--- src/rtl/ex_stage.sv ---
// ex_stage -- execute stage of a five-stage RV32I pipeline.
//
// Selects forwarded operands, runs the ALU, resolves branches and jumps
// (redirect outputs are combinational), and holds everything the MEM stage
// needs in the EX/MEM pipeline register.
//
// Ports:
//   clk, rst_n                      clock (rising edge), async active-low reset
//   pc_e, pc_plus4_e, rd1_e, rd2_e,
//   imm_e, rd_e, f3_e               ID/EX operands, destination, funct3
//   alu_function                    ALU op from the ALU controller
//   alu_src_e                       operand B select: 0 = forwarded rs2, 1 = imm
//   reg_write_e, mem_write_e,
//   branch_e, jump_e, jalr_e,
//   result_src_e                    ID/EX control bits
//   forward_a, forward_b, result_w  operand forwarding selects and WB value
//   stall_m, flush_m                hold / bubble control for EX/MEM
//   pc_src_e, pc_target_e           fetch redirect (combinational)
//   *_m                             EX/MEM registered outputs
module ex_stage #(
  parameter int XLEN = 32,
  parameter int REGW = 5
) (
  input  logic            clk,
  input  logic            rst_n,
  input  logic [XLEN-1:0] pc_e,
  input  logic [XLEN-1:0] pc_plus4_e,
  input  logic [XLEN-1:0] rd1_e,
  input  logic [XLEN-1:0] rd2_e,
  input  logic [XLEN-1:0] imm_e,
  input  logic [REGW-1:0] rd_e,
  input  logic [2:0]      f3_e,
  input  logic [2:0]      alu_function,
  input  logic            alu_src_e,
  input  logic            reg_write_e,
  input  logic            mem_write_e,
  input  logic            branch_e,
  input  logic            jump_e,
  input  logic            jalr_e,
  input  logic [1:0]      result_src_e,
  input  logic [1:0]      forward_a,
  input  logic [1:0]      forward_b,
  input  logic [XLEN-1:0] result_w,
  input  logic            stall_m,
  input  logic            flush_m,
  output logic            pc_src_e,
  output logic [XLEN-1:0] pc_target_e,
  output logic [XLEN-1:0] alu_result_m,
  output logic [XLEN-1:0] write_data_m,
  output logic [XLEN-1:0] pc_plus4_m,
  output logic [REGW-1:0] rd_m,
  output logic            reg_write_m,
  output logic            mem_write_m,
  output logic [1:0]      result_src_m
);

  logic [XLEN-1:0] src_a;
  logic [XLEN-1:0] fwd_b;
  logic [XLEN-1:0] src_b;
  logic [XLEN-1:0] alu_result;
  logic            taken;

  logic [XLEN-1:0] alu_result_d,   alu_result_q;
  logic [XLEN-1:0] write_data_d,   write_data_q;
  logic [XLEN-1:0] pc_plus4_d,     pc_plus4_q;
  logic [REGW-1:0] rd_d,           rd_q;
  logic            reg_write_d,    reg_write_q;
  logic            mem_write_d,    mem_write_q;
  logic [1:0]      result_src_d,   result_src_q;

  // Operand forwarding; the MEM-stage source is the registered ALU result,
  // so back-to-back dependent ops need no stall. Select 11 falls back to
  // the register file value.
  always_comb begin
    src_a = rd1_e;
    fwd_b = rd2_e;
    case (forward_a)
      2'b01:   src_a = result_w;
      2'b10:   src_a = alu_result_q;
      default: src_a = rd1_e;
    endcase
    case (forward_b)
      2'b01:   fwd_b = result_w;
      2'b10:   fwd_b = alu_result_q;
      default: fwd_b = rd2_e;
    endcase
    if (alu_src_e) begin
      src_b = imm_e;
    end else begin
      src_b = fwd_b;
    end
  end

  // ALU: wrap-around arithmetic, no flags; unused encodings give zero.
  always_comb begin
    alu_result = {XLEN{1'b0}};
    case (alu_function)
      3'b000:  alu_result = src_a + src_b;
      3'b001:  alu_result = src_a - src_b;
      3'b010:  alu_result = src_a & src_b;
      3'b011:  alu_result = src_a | src_b;
      3'b100:  alu_result = {{(XLEN-1){1'b0}}, ($signed(src_a) < $signed(src_b))};
      3'b101:  alu_result = src_a ^ src_b;
      default: alu_result = {XLEN{1'b0}};
    endcase
  end

  // Branch resolution compares src_a with the forwarded rs2, never the
  // immediate, so it is independent of alu_src_e.
  always_comb begin
    taken = 1'b0;
    case (f3_e)
      3'b000:  taken = (src_a == fwd_b);
      3'b001:  taken = (src_a != fwd_b);
      3'b100:  taken = ($signed(src_a) <  $signed(fwd_b));
      3'b101:  taken = ($signed(src_a) >= $signed(fwd_b));
      3'b110:  taken = (src_a <  fwd_b);
      3'b111:  taken = (src_a >= fwd_b);
      default: taken = 1'b0;
    endcase
  end

  assign pc_src_e    = jump_e | (branch_e & taken);
  // jalr clears bit 0 of the computed address.
  assign pc_target_e = jalr_e ? {alu_result[XLEN-1:1], 1'b0} : (pc_e + imm_e);

  // EX/MEM next state: flush beats stall, stall beats capture.
  always_comb begin
    alu_result_d = alu_result_q;
    write_data_d = write_data_q;
    pc_plus4_d   = pc_plus4_q;
    rd_d         = rd_q;
    reg_write_d  = reg_write_q;
    mem_write_d  = mem_write_q;
    result_src_d = result_src_q;
    if (flush_m) begin
      alu_result_d = {XLEN{1'b0}};
      write_data_d = {XLEN{1'b0}};
      pc_plus4_d   = {XLEN{1'b0}};
      rd_d         = {REGW{1'b0}};
      reg_write_d  = 1'b0;
      mem_write_d  = 1'b0;
      result_src_d = 2'b00;
    end else if (stall_m) begin
      alu_result_d = alu_result_q;
      write_data_d = write_data_q;
      pc_plus4_d   = pc_plus4_q;
      rd_d         = rd_q;
      reg_write_d  = reg_write_q;
      mem_write_d  = mem_write_q;
      result_src_d = result_src_q;
    end else begin
      alu_result_d = alu_result;
      write_data_d = fwd_b;
      pc_plus4_d   = pc_plus4_e;
      rd_d         = rd_e;
      reg_write_d  = reg_write_e;
      mem_write_d  = mem_write_e;
      result_src_d = result_src_e;
    end
  end

  // EX/MEM pipeline register with asynchronous clear.
  always_ff @(posedge clk or negedge rst_n) begin
    if (!rst_n) begin
      alu_result_q <= {XLEN{1'b0}};
      write_data_q <= {XLEN{1'b0}};
      pc_plus4_q   <= {XLEN{1'b0}};
      rd_q         <= {REGW{1'b0}};
      reg_write_q  <= 1'b0;
      mem_write_q  <= 1'b0;
      result_src_q <= 2'b00;
    end else begin
      alu_result_q <= alu_result_d;
      write_data_q <= write_data_d;
      pc_plus4_q   <= pc_plus4_d;
      rd_q         <= rd_d;
      reg_write_q  <= reg_write_d;
      mem_write_q  <= mem_write_d;
      result_src_q <= result_src_d;
    end
  end

  assign alu_result_m = alu_result_q;
  assign write_data_m = write_data_q;
  assign pc_plus4_m   = pc_plus4_q;
  assign rd_m         = rd_q;
  assign reg_write_m  = reg_write_q;
  assign mem_write_m  = mem_write_q;
  assign result_src_m = result_src_q;

endmodule

--- config.mk ---
export PLATFORM = sky130hd
export DESIGN_NAME = ex_stage
export DESIGN_NICKNAME = d
export VERILOG_FILES = /design/src/rtl/ex_stage.sv
export SDC_FILE = /design/constraint.sdc
export NUM_CORES = 1
export LEC_CHECK = 0
export ABC_AREA = 1
export CAP_MARGIN = 20
export CELL_PAD_IN_SITES_DETAIL_PLACEMENT = 1
export CELL_PAD_IN_SITES_GLOBAL_PLACEMENT = 1
export CORE_AREA = 3 3 185 205
export DETAILED_ROUTE_END_ITERATION = 16
export DIE_AREA = 0 0 188 208
export MAX_ROUTING_LAYER = met4
export PLACE_DENSITY_LB_ADDON = 0.1
export SYNTH_ARGS = -nofsm -noshare
export SYNTH_HDL_FRONTEND = slang
export SYNTH_SLANG_ARGS = --single-unit
--- constraint.sdc ---
create_clock -name clk -period 12.02 [get_ports clk]
set_clock_uncertainty 0.15 [all_clocks]
set_input_delay 3.606 -clock clk [delete_from_list [all_inputs] [get_ports clk]]
set_output_delay 3.606 -clock clk [all_outputs]
set_load 0.005 [all_outputs]
==> results of run 1 <==
## repair_timing
action                                  in CTS  in global routing
buffers inserted                             0                  6
pin swaps                                    0                  5
endpoints found under the setup margin      16                 25
gates resized for setup                     12                 97
gates cloned                                 0                  1
## registers in the layout (all words and copies together), names as in the netlist
register,flops
result_src_m,2
pc_plus4_m,32
mem_write_m,1
write_data_m,32
rd_m,5
reg_write_m,1
alu_result_m,32
## power by group through the flow
stage / Combinational (uW) / Sequential (uW) / Clock (uW)
3_3_place_gp: 1170 / 413 / 0
6_report: 1280 / 408 / 350
5_1_grt: 1370 / 410 / 365
2_1_floorplan: 640 / 404 / 0
3_5_place_dp: 1200 / 413 / 0
4_1_cts: 1210 / 407 / 352
## metrics by stage
step / setup TNS, ns / cells / power [uW]
after floorplan: 0 / 2131 / 1044
after global placement: -0.4674 / 2975 / 1580
after detailed placement: -1.293 / 2975 / 1611
after CTS: 0 / 2991 / 1966
after global routing: -0.3730 / 3003 / 2148
final: 0 / 3003 / 2033
## worst max-delay path by stage
| stage | from | endpoint | slack (ns) | cells past startpoint |
|---|---|---|---|---|
| 2_1_floorplan | forward_b[0] | pc_target_e[28] | 1.74 | 24 |
| 3_3_place_gp | forward_b[0] | pc_target_e[17] | -0.33 | 18 |
| 3_5_place_dp | forward_b[0] | pc_target_e[17] | -0.36 | 18 |
| 4_1_cts | forward_a[1] | pc_target_e[31] | 0.001 | 20 |
| 5_1_grt | forward_b[0] | pc_target_e[31] | -0.11 | 22 |
| 6_report | forward_b[0] | pc_target_e[31] | 0.06 | 16 |
## cell usage in the layout, fill, tap and decap left out, types with 29 or more instances in the layout
| cell type | count |
|---|---|
| ha_1 | 144 |
| nand2_1 | 567 |
| inv_1 | 217 |
| nand3_1 | 156 |
| a22o_1 | 49 |
| buf_4 | 86 |
| o21ai_1 | 44 |
| o21ai_0 | 173 |
| a21oi_1 | 146 |
| nor3_1 | 29 |
| clkdlybuf4s50_1 | 353 |
| a221o_1 | 64 |
| dfrtp_1 | 105 |
| nor2_1 | 156 |
## area by class of cell
cell class	instances	area share [%]
multi-input cells	1718	53.45
repair buffers	445	22.81
flip-flops and latches	105	14.02
inverters	227	4.592
well taps	487	3.251
clock buffers	10	1.275
clock inverters	6	0.5206
diodes	4	0.05340
repair inverters	1	0.02670
## logic make-up after synthesis
| family | synth area share (%) |
|---|---|
| multiplexers | 0.07319 |
| buffers and inverters | 9.267 |
| adder cells (fa/ha/maj) | 15.44 |
| AO/OA/AOI/OAI | 25.70 |
| XOR/XNOR | 1.345 |
| AND/OR/NAND/NOR | 28.96 |
| flip-flops | 19.21 |
## worst register-to-register path, cell delays in order (launching register included)
cell and delay (ns):
dfrtp_1 0.50, a221o_1 0.38, o21ai_1 0.19, o21ai_0 0.25
ha_2 0.46, nand2_1 0.12, nor2_1 0.15, inv_1 0.09
nor3_1 0.36, nand3_1 0.18, nand2_1 0.11, nand2_1 0.05
nand3_1 0.11, nand3_2 0.21, buf_4 0.21, nand2_1 0.05
nand2_1 0.05
## metal layers
metal / up-vias / wire (um) / track usage (%)
met5: - / 0 / -
met4: 0 / 3289 / 14.42
met3: 163 / 5607 / 5.645
met2: 822 / 36690 / 64.77
met1: 8765 / 32310 / 49.44
li1: 8041 / - / -
==> results.md, run 1 <==
* Synth Instances at 2131
* RSZ-0062 raised after global routing: true
* Pint at 1053 uW
* Tightest Hold Check Type: register to register
* Dpl ws at -0.3594 ns
* Worst Setup Slack, final at 0.06306 ns
* CTS Buffer Depth at 2
* Combinational power share at 62.7%
* Sw frac at 48.23%
* Detail Route Antenna Nets at 0
* Dpl hpwl at 65290 um
* Fmax achieved at 83.63 MHz
* Reg2reg path depth at 16
* Slew @ Worst Pin at 1.032 ns
* Avg WL per Cell at 25.94 um
* Part of the power in registers at 20.1%
* Max Cap Violations at 0
* Placed cell area at 0.01809 sq mm
* Depth of the CTS H-tree at 3
* Fillers at 4729
* Fin. max-slew vios at 0
* Crit path launch type: input port
* WP buf/inv at 7
* Worst-Skew Late Latency at 0.37 ns
* Avg Inst Size Synth at 6.418 sq um
* Die Height at 208 um
* Die Width at 188 um
* Worst vdd ir at 71.32 uV
* Post-synthesis cell type count at 54
* Gr usage total at 39.44%
* Delay-heaviest family, CP: buffers and inverters
* Seq/Total Area, Yosys at 19.21%
* Pwr/cell area at 108.5 mW/mm^2
* Status: completed
* Total core area at 0.03608 sq mm
* Final setup fails at 0
* Reg-to-reg startpoint: alu_result_m[18]
* Worst reg-to-reg setup slack at 8.30 ns
* Layout Utilization at 51.96%
* Top post-synthesis cells by count: nand2_1 (569), inv_1 (220), o21ai_0 (218), ha_1 (164), nand3_1 (164)
* Post-layout nets at 2893
* Clk pwr share at 17.2%
* Ys flop type: dfrtp_1
* CP max stage delay at 0.82 ns
* Worst hold stages at 2
* Async SR Flop Fraction at 100.0%
* Initial Util at 37.91%
* WS Path Type: input port to output port
* Gp weighted congestion at 1.049
* RR Endpoint: alu_result_m[31]
* Leakage at 0.008877 uW
* Vias at 17791
* # DRC at 0
* Fin Hold WS at 0.3400 ns
* Post-Syn Nets at 2517
* Global-route wire length before repair at 115000 um
* CTS root buf: clkbuf_16
* Area of the die at 0.03910 sq mm
* Worst EP required at 8.26 ns
* Yosys warns at 0
* Sw power at 980.7 uW
* Register Area at 0.002628 sq mm
* Area taken by multi-input logic gates at 0.01002 sq mm
* Via-per-instance ratio at 5.924
* Most frequent cell after synthesis: nand2_1
* Yosys top cell area share at 19.21%
* Layout area overhead at 37.06%
* Clk sinks at 105
* EDFF count, synth at 0
* Flops & latches, synth at 105
* Post-CTS Hold Buffers at 0
* Worst path slowest cell: o21ai_0
* Worst setup EP type: output port
* Largest net degree at the start of global routing at 78
* Grt ovf at 0
* Hold path startpoint: write_data_m[21]
* Crit-path max FO at 20
* Routed WL at 77900 um
* Initial antenna violation count at 4
* CTS Buf Count at 9
* CP arrival at 8.20 ns
* Share of cells above drive strength 1 at 7.683%
* CTS tree: yes
* Vias in the first global route at 18677
* Number of I/O port buffers at 356
* Final instance area at 0.01875 sq mm
* Row cnt at 73
* Final Cycle Share at 99.48%
* DRT iter0 DRCs at 1355
* Clock slew at reported path FFs at 0.08 ns
* Area leader, netlist: dfrtp_1
* 1st-pass router iterations at 5
* Slew headroom at 30.46%
* Fin crit period at 11.96 ns
* Netlist Area Pre-Place at 0.01368 sq mm
* Fin. Hold Viols at 0
* IO Pins at 357
* WHS Endpoint: write_data_m[21]
* Area contributors post-synth: dfrtp_1 (19%), nand2_1 (16%), ha_1 (15%)
* Worst path cell trace: clkdlybuf4s50_1 > inv_1 > ha_2 > clkinvlp_4 > buf_12 > o21ai_0 > o21ai_0 > buf_4 > ha_1 > inv_1 > o22ai_1 > a21oi_1 > nand3_2 > nand2_1 > nand2_1 > clkdlybuf4s50_1
Note: power is estimated with default switching activity, not from simulation.
==> inputs of run 2 (changes only) <==
- SETUP_SLACK_MARGIN: not set -> 0.4
- SKIP_CTS_REPAIR_TIMING: not set -> 1
==> run 2 against run 1 <==
Against the previous run: power is 3.1% higher; non-clock buffer count grew 9; largest cell class unchanged; critical path depth up 2; cell count increased by 0.27%; clock power is essentially flat; core utilization increased by 1.4 points; highest routed layer unchanged; hold slack improved by 0.0095 ns; global-route usage is essentially flat; sequential power about the same; setup slack better by 0.26 ns; register-to-register slack better by 0.17 ns.
==> results.md, run 2 (same netlist as run 1, synthesis figures left out) <==
* Dpl ws at -0.3594 ns
* RSZ-0062 raised after global routing: true
* Routed WL at 78580 um
* Hold path startpoint: write_data_m[13]
* Number of I/O port buffers at 356
* Clock slew at reported path FFs at 0.08 ns
* 1st-pass router iterations at 7
* Die Height at 208 um
* CTS tree: yes
* Fmax achieved at 85.49 MHz
* Gr usage total at 39.41%
* Fillers at 4693
* Fin. max-slew vios at 0
* Final setup fails at 0
* Layout area overhead at 40.74%
* Crit-path max FO at 24
* Worst setup EP type: output port
* Tightest Hold Check Type: register to register
* Detail Route Antenna Nets at 0
* Dpl hpwl at 65290 um
* Row cnt at 73
* Crit path launch type: input port
* Gp weighted congestion at 1.049
* Layout Utilization at 53.35%
* Vias at 17914
* Share of cells above drive strength 1 at 11.23%
* Most frequent cells in the layout: nand2_1 (556), clkdlybuf4s50_1 (349), inv_1 (209), nand3_1 (146), nor2_1 (143)
* CP arrival at 7.94 ns
* Fin crit period at 11.70 ns
* Clk sinks at 105
* Area of the die at 0.03910 sq mm
* Max Cap Violations at 0
* Slew @ Worst Pin at 0.9301 ns
* Reg2reg path depth at 16
* Depth of the CTS H-tree at 3
* Worst Setup Slack, final at 0.3227 ns
* CTS Buf Count at 9
* Avg WL per Cell at 26.10 um
* Die Width at 188 um
* Slew headroom at 37.99%
* Leakage at 0.009050 uW
* WS Path Type: input port to output port
* Largest net degree at the start of global routing at 78
* Worst EP required at 8.26 ns
* Global-route wire length before repair at 115000 um
* Reg-to-reg startpoint: alu_result_m[18]
* Commonest non-fill, non-tap cell in the layout: nand2_1
* Status: completed
* IO Pins at 357
* Worst reg-to-reg setup slack at 8.47 ns
* Post-layout nets at 2902
* CTS root buf: clkbuf_16
* Initial Util at 37.91%
* Grt ovf at 0
* Worst-Skew Late Latency at 0.37 ns
* RR Endpoint: alu_result_m[31]
* Final Cycle Share at 97.32%
* Pwr/cell area at 108.9 mW/mm^2
* Total core area at 0.03608 sq mm
* Worst hold stages at 2
* Via-per-instance ratio at 5.950
* WHS Endpoint: write_data_m[13]
* Worst vdd ir at 73.58 uV
* Initial antenna violation count at 3
* # DRC at 0
* CTS Buffer Depth at 2
* Total chip power at 2096 uW
* Fin. Hold Viols at 0
* Vias in the first global route at 18686
* DRT iter0 DRCs at 1301
[run 2: cell types whose count changed in the layout (fill, tap and decap cells not counted), sizes merged]
cell | previous run | this run
clkdlybuf4s50 | 353 | 349
buf | 92 | 101
diode | 4 | 3
dlymetal6s2s | 0 | 4
[run 2: final cells by class]
cell class	count	area [sq um]	share of cell area (%)
clock inverters	6	97.59	0.5070
multi-input cells	1718	10440	54.23
diodes	3	7.507	0.03900
inverters	227	863.3	4.485
flip-flops and latches	105	2628	13.65
well taps	487	609.3	3.166
repair inverters	1	7.507	0.03900
clock buffers	10	239.0	1.242
repair buffers	454	4358	22.64
[run 2: metrics by stage]
step / setup TNS, ns / std cells / area [sq um] / hold WS, ns
6_report: 0 / 3011 / 19250 / 0.3494
5_1_grt: 0 / 3011 / 19250 / 0.3688
4_1_cts: -1.725 / 2991 / 18430 / 0.3430
3_5_place_dp: -1.293 / 2975 / 18090 / 0.3234
3_3_place_gp: -0.4674 / 2975 / 18090 / 0.3182
2_1_floorplan: 0 / 2131 / 13680 / 0.3263
[run 2: how the worst max path moves through the flow]
stage | start | endpoint | slack, ns | cells after the start
floorplan | forward_b[0] | pc_target_e[28] | 1.74 | 24
global placement | forward_b[0] | pc_target_e[17] | -0.33 | 18
detailed placement | forward_b[0] | pc_target_e[17] | -0.36 | 18
CTS | forward_b[0] | pc_target_e[17] | -0.39 | 18
global route | forward_b[0] | pc_target_e[12] | 0.22 | 23
finish | forward_b[0] | pc_target_e[17] | 0.32 | 18
[run 2: metal layers]
| metal | vias to the layer above | global-route usage, % | part of all wire (%) |
|---|---|---|---|
| met5 | - | - | 0 |
| met4 | 0 | 14.39 | 4.4 |
| met3 | 182 | 5.679 | 7.0 |
| met2 | 831 | 64.77 | 47 |
| met1 | 8829 | 49.36 | 41 |
| li1 | 8072 | - | - |
[run 2: report_power, final]
part / internal (uW) / leakage (uW) / switching (uW)
combinational: 516 / 0.00747 / 823
sequential: 378 / 0.00141 / 30.3
clock: 192 / 0.000166 / 157
total: 1090 / 0.00905 / 1010
[run 2: worst max-delay path: stages]
cell and delay [ns]:
clkdlybuf4s50_1 0.49, inv_1 0.08, ha_4 0.33, buf_12 0.18, a221o_1 0.16, o21ai_2 0.09, o21ai_0 0.30, ha_2 0.41
nor2_1 0.31, nand2_2 0.18, nor2_4 0.22, nand4_1 0.24, nand4_1 0.19, nand3_1 0.12, nand3_2 0.17, nand2_1 0.07
o21ai_1 0.18, clkdlybuf4s50_1 0.57
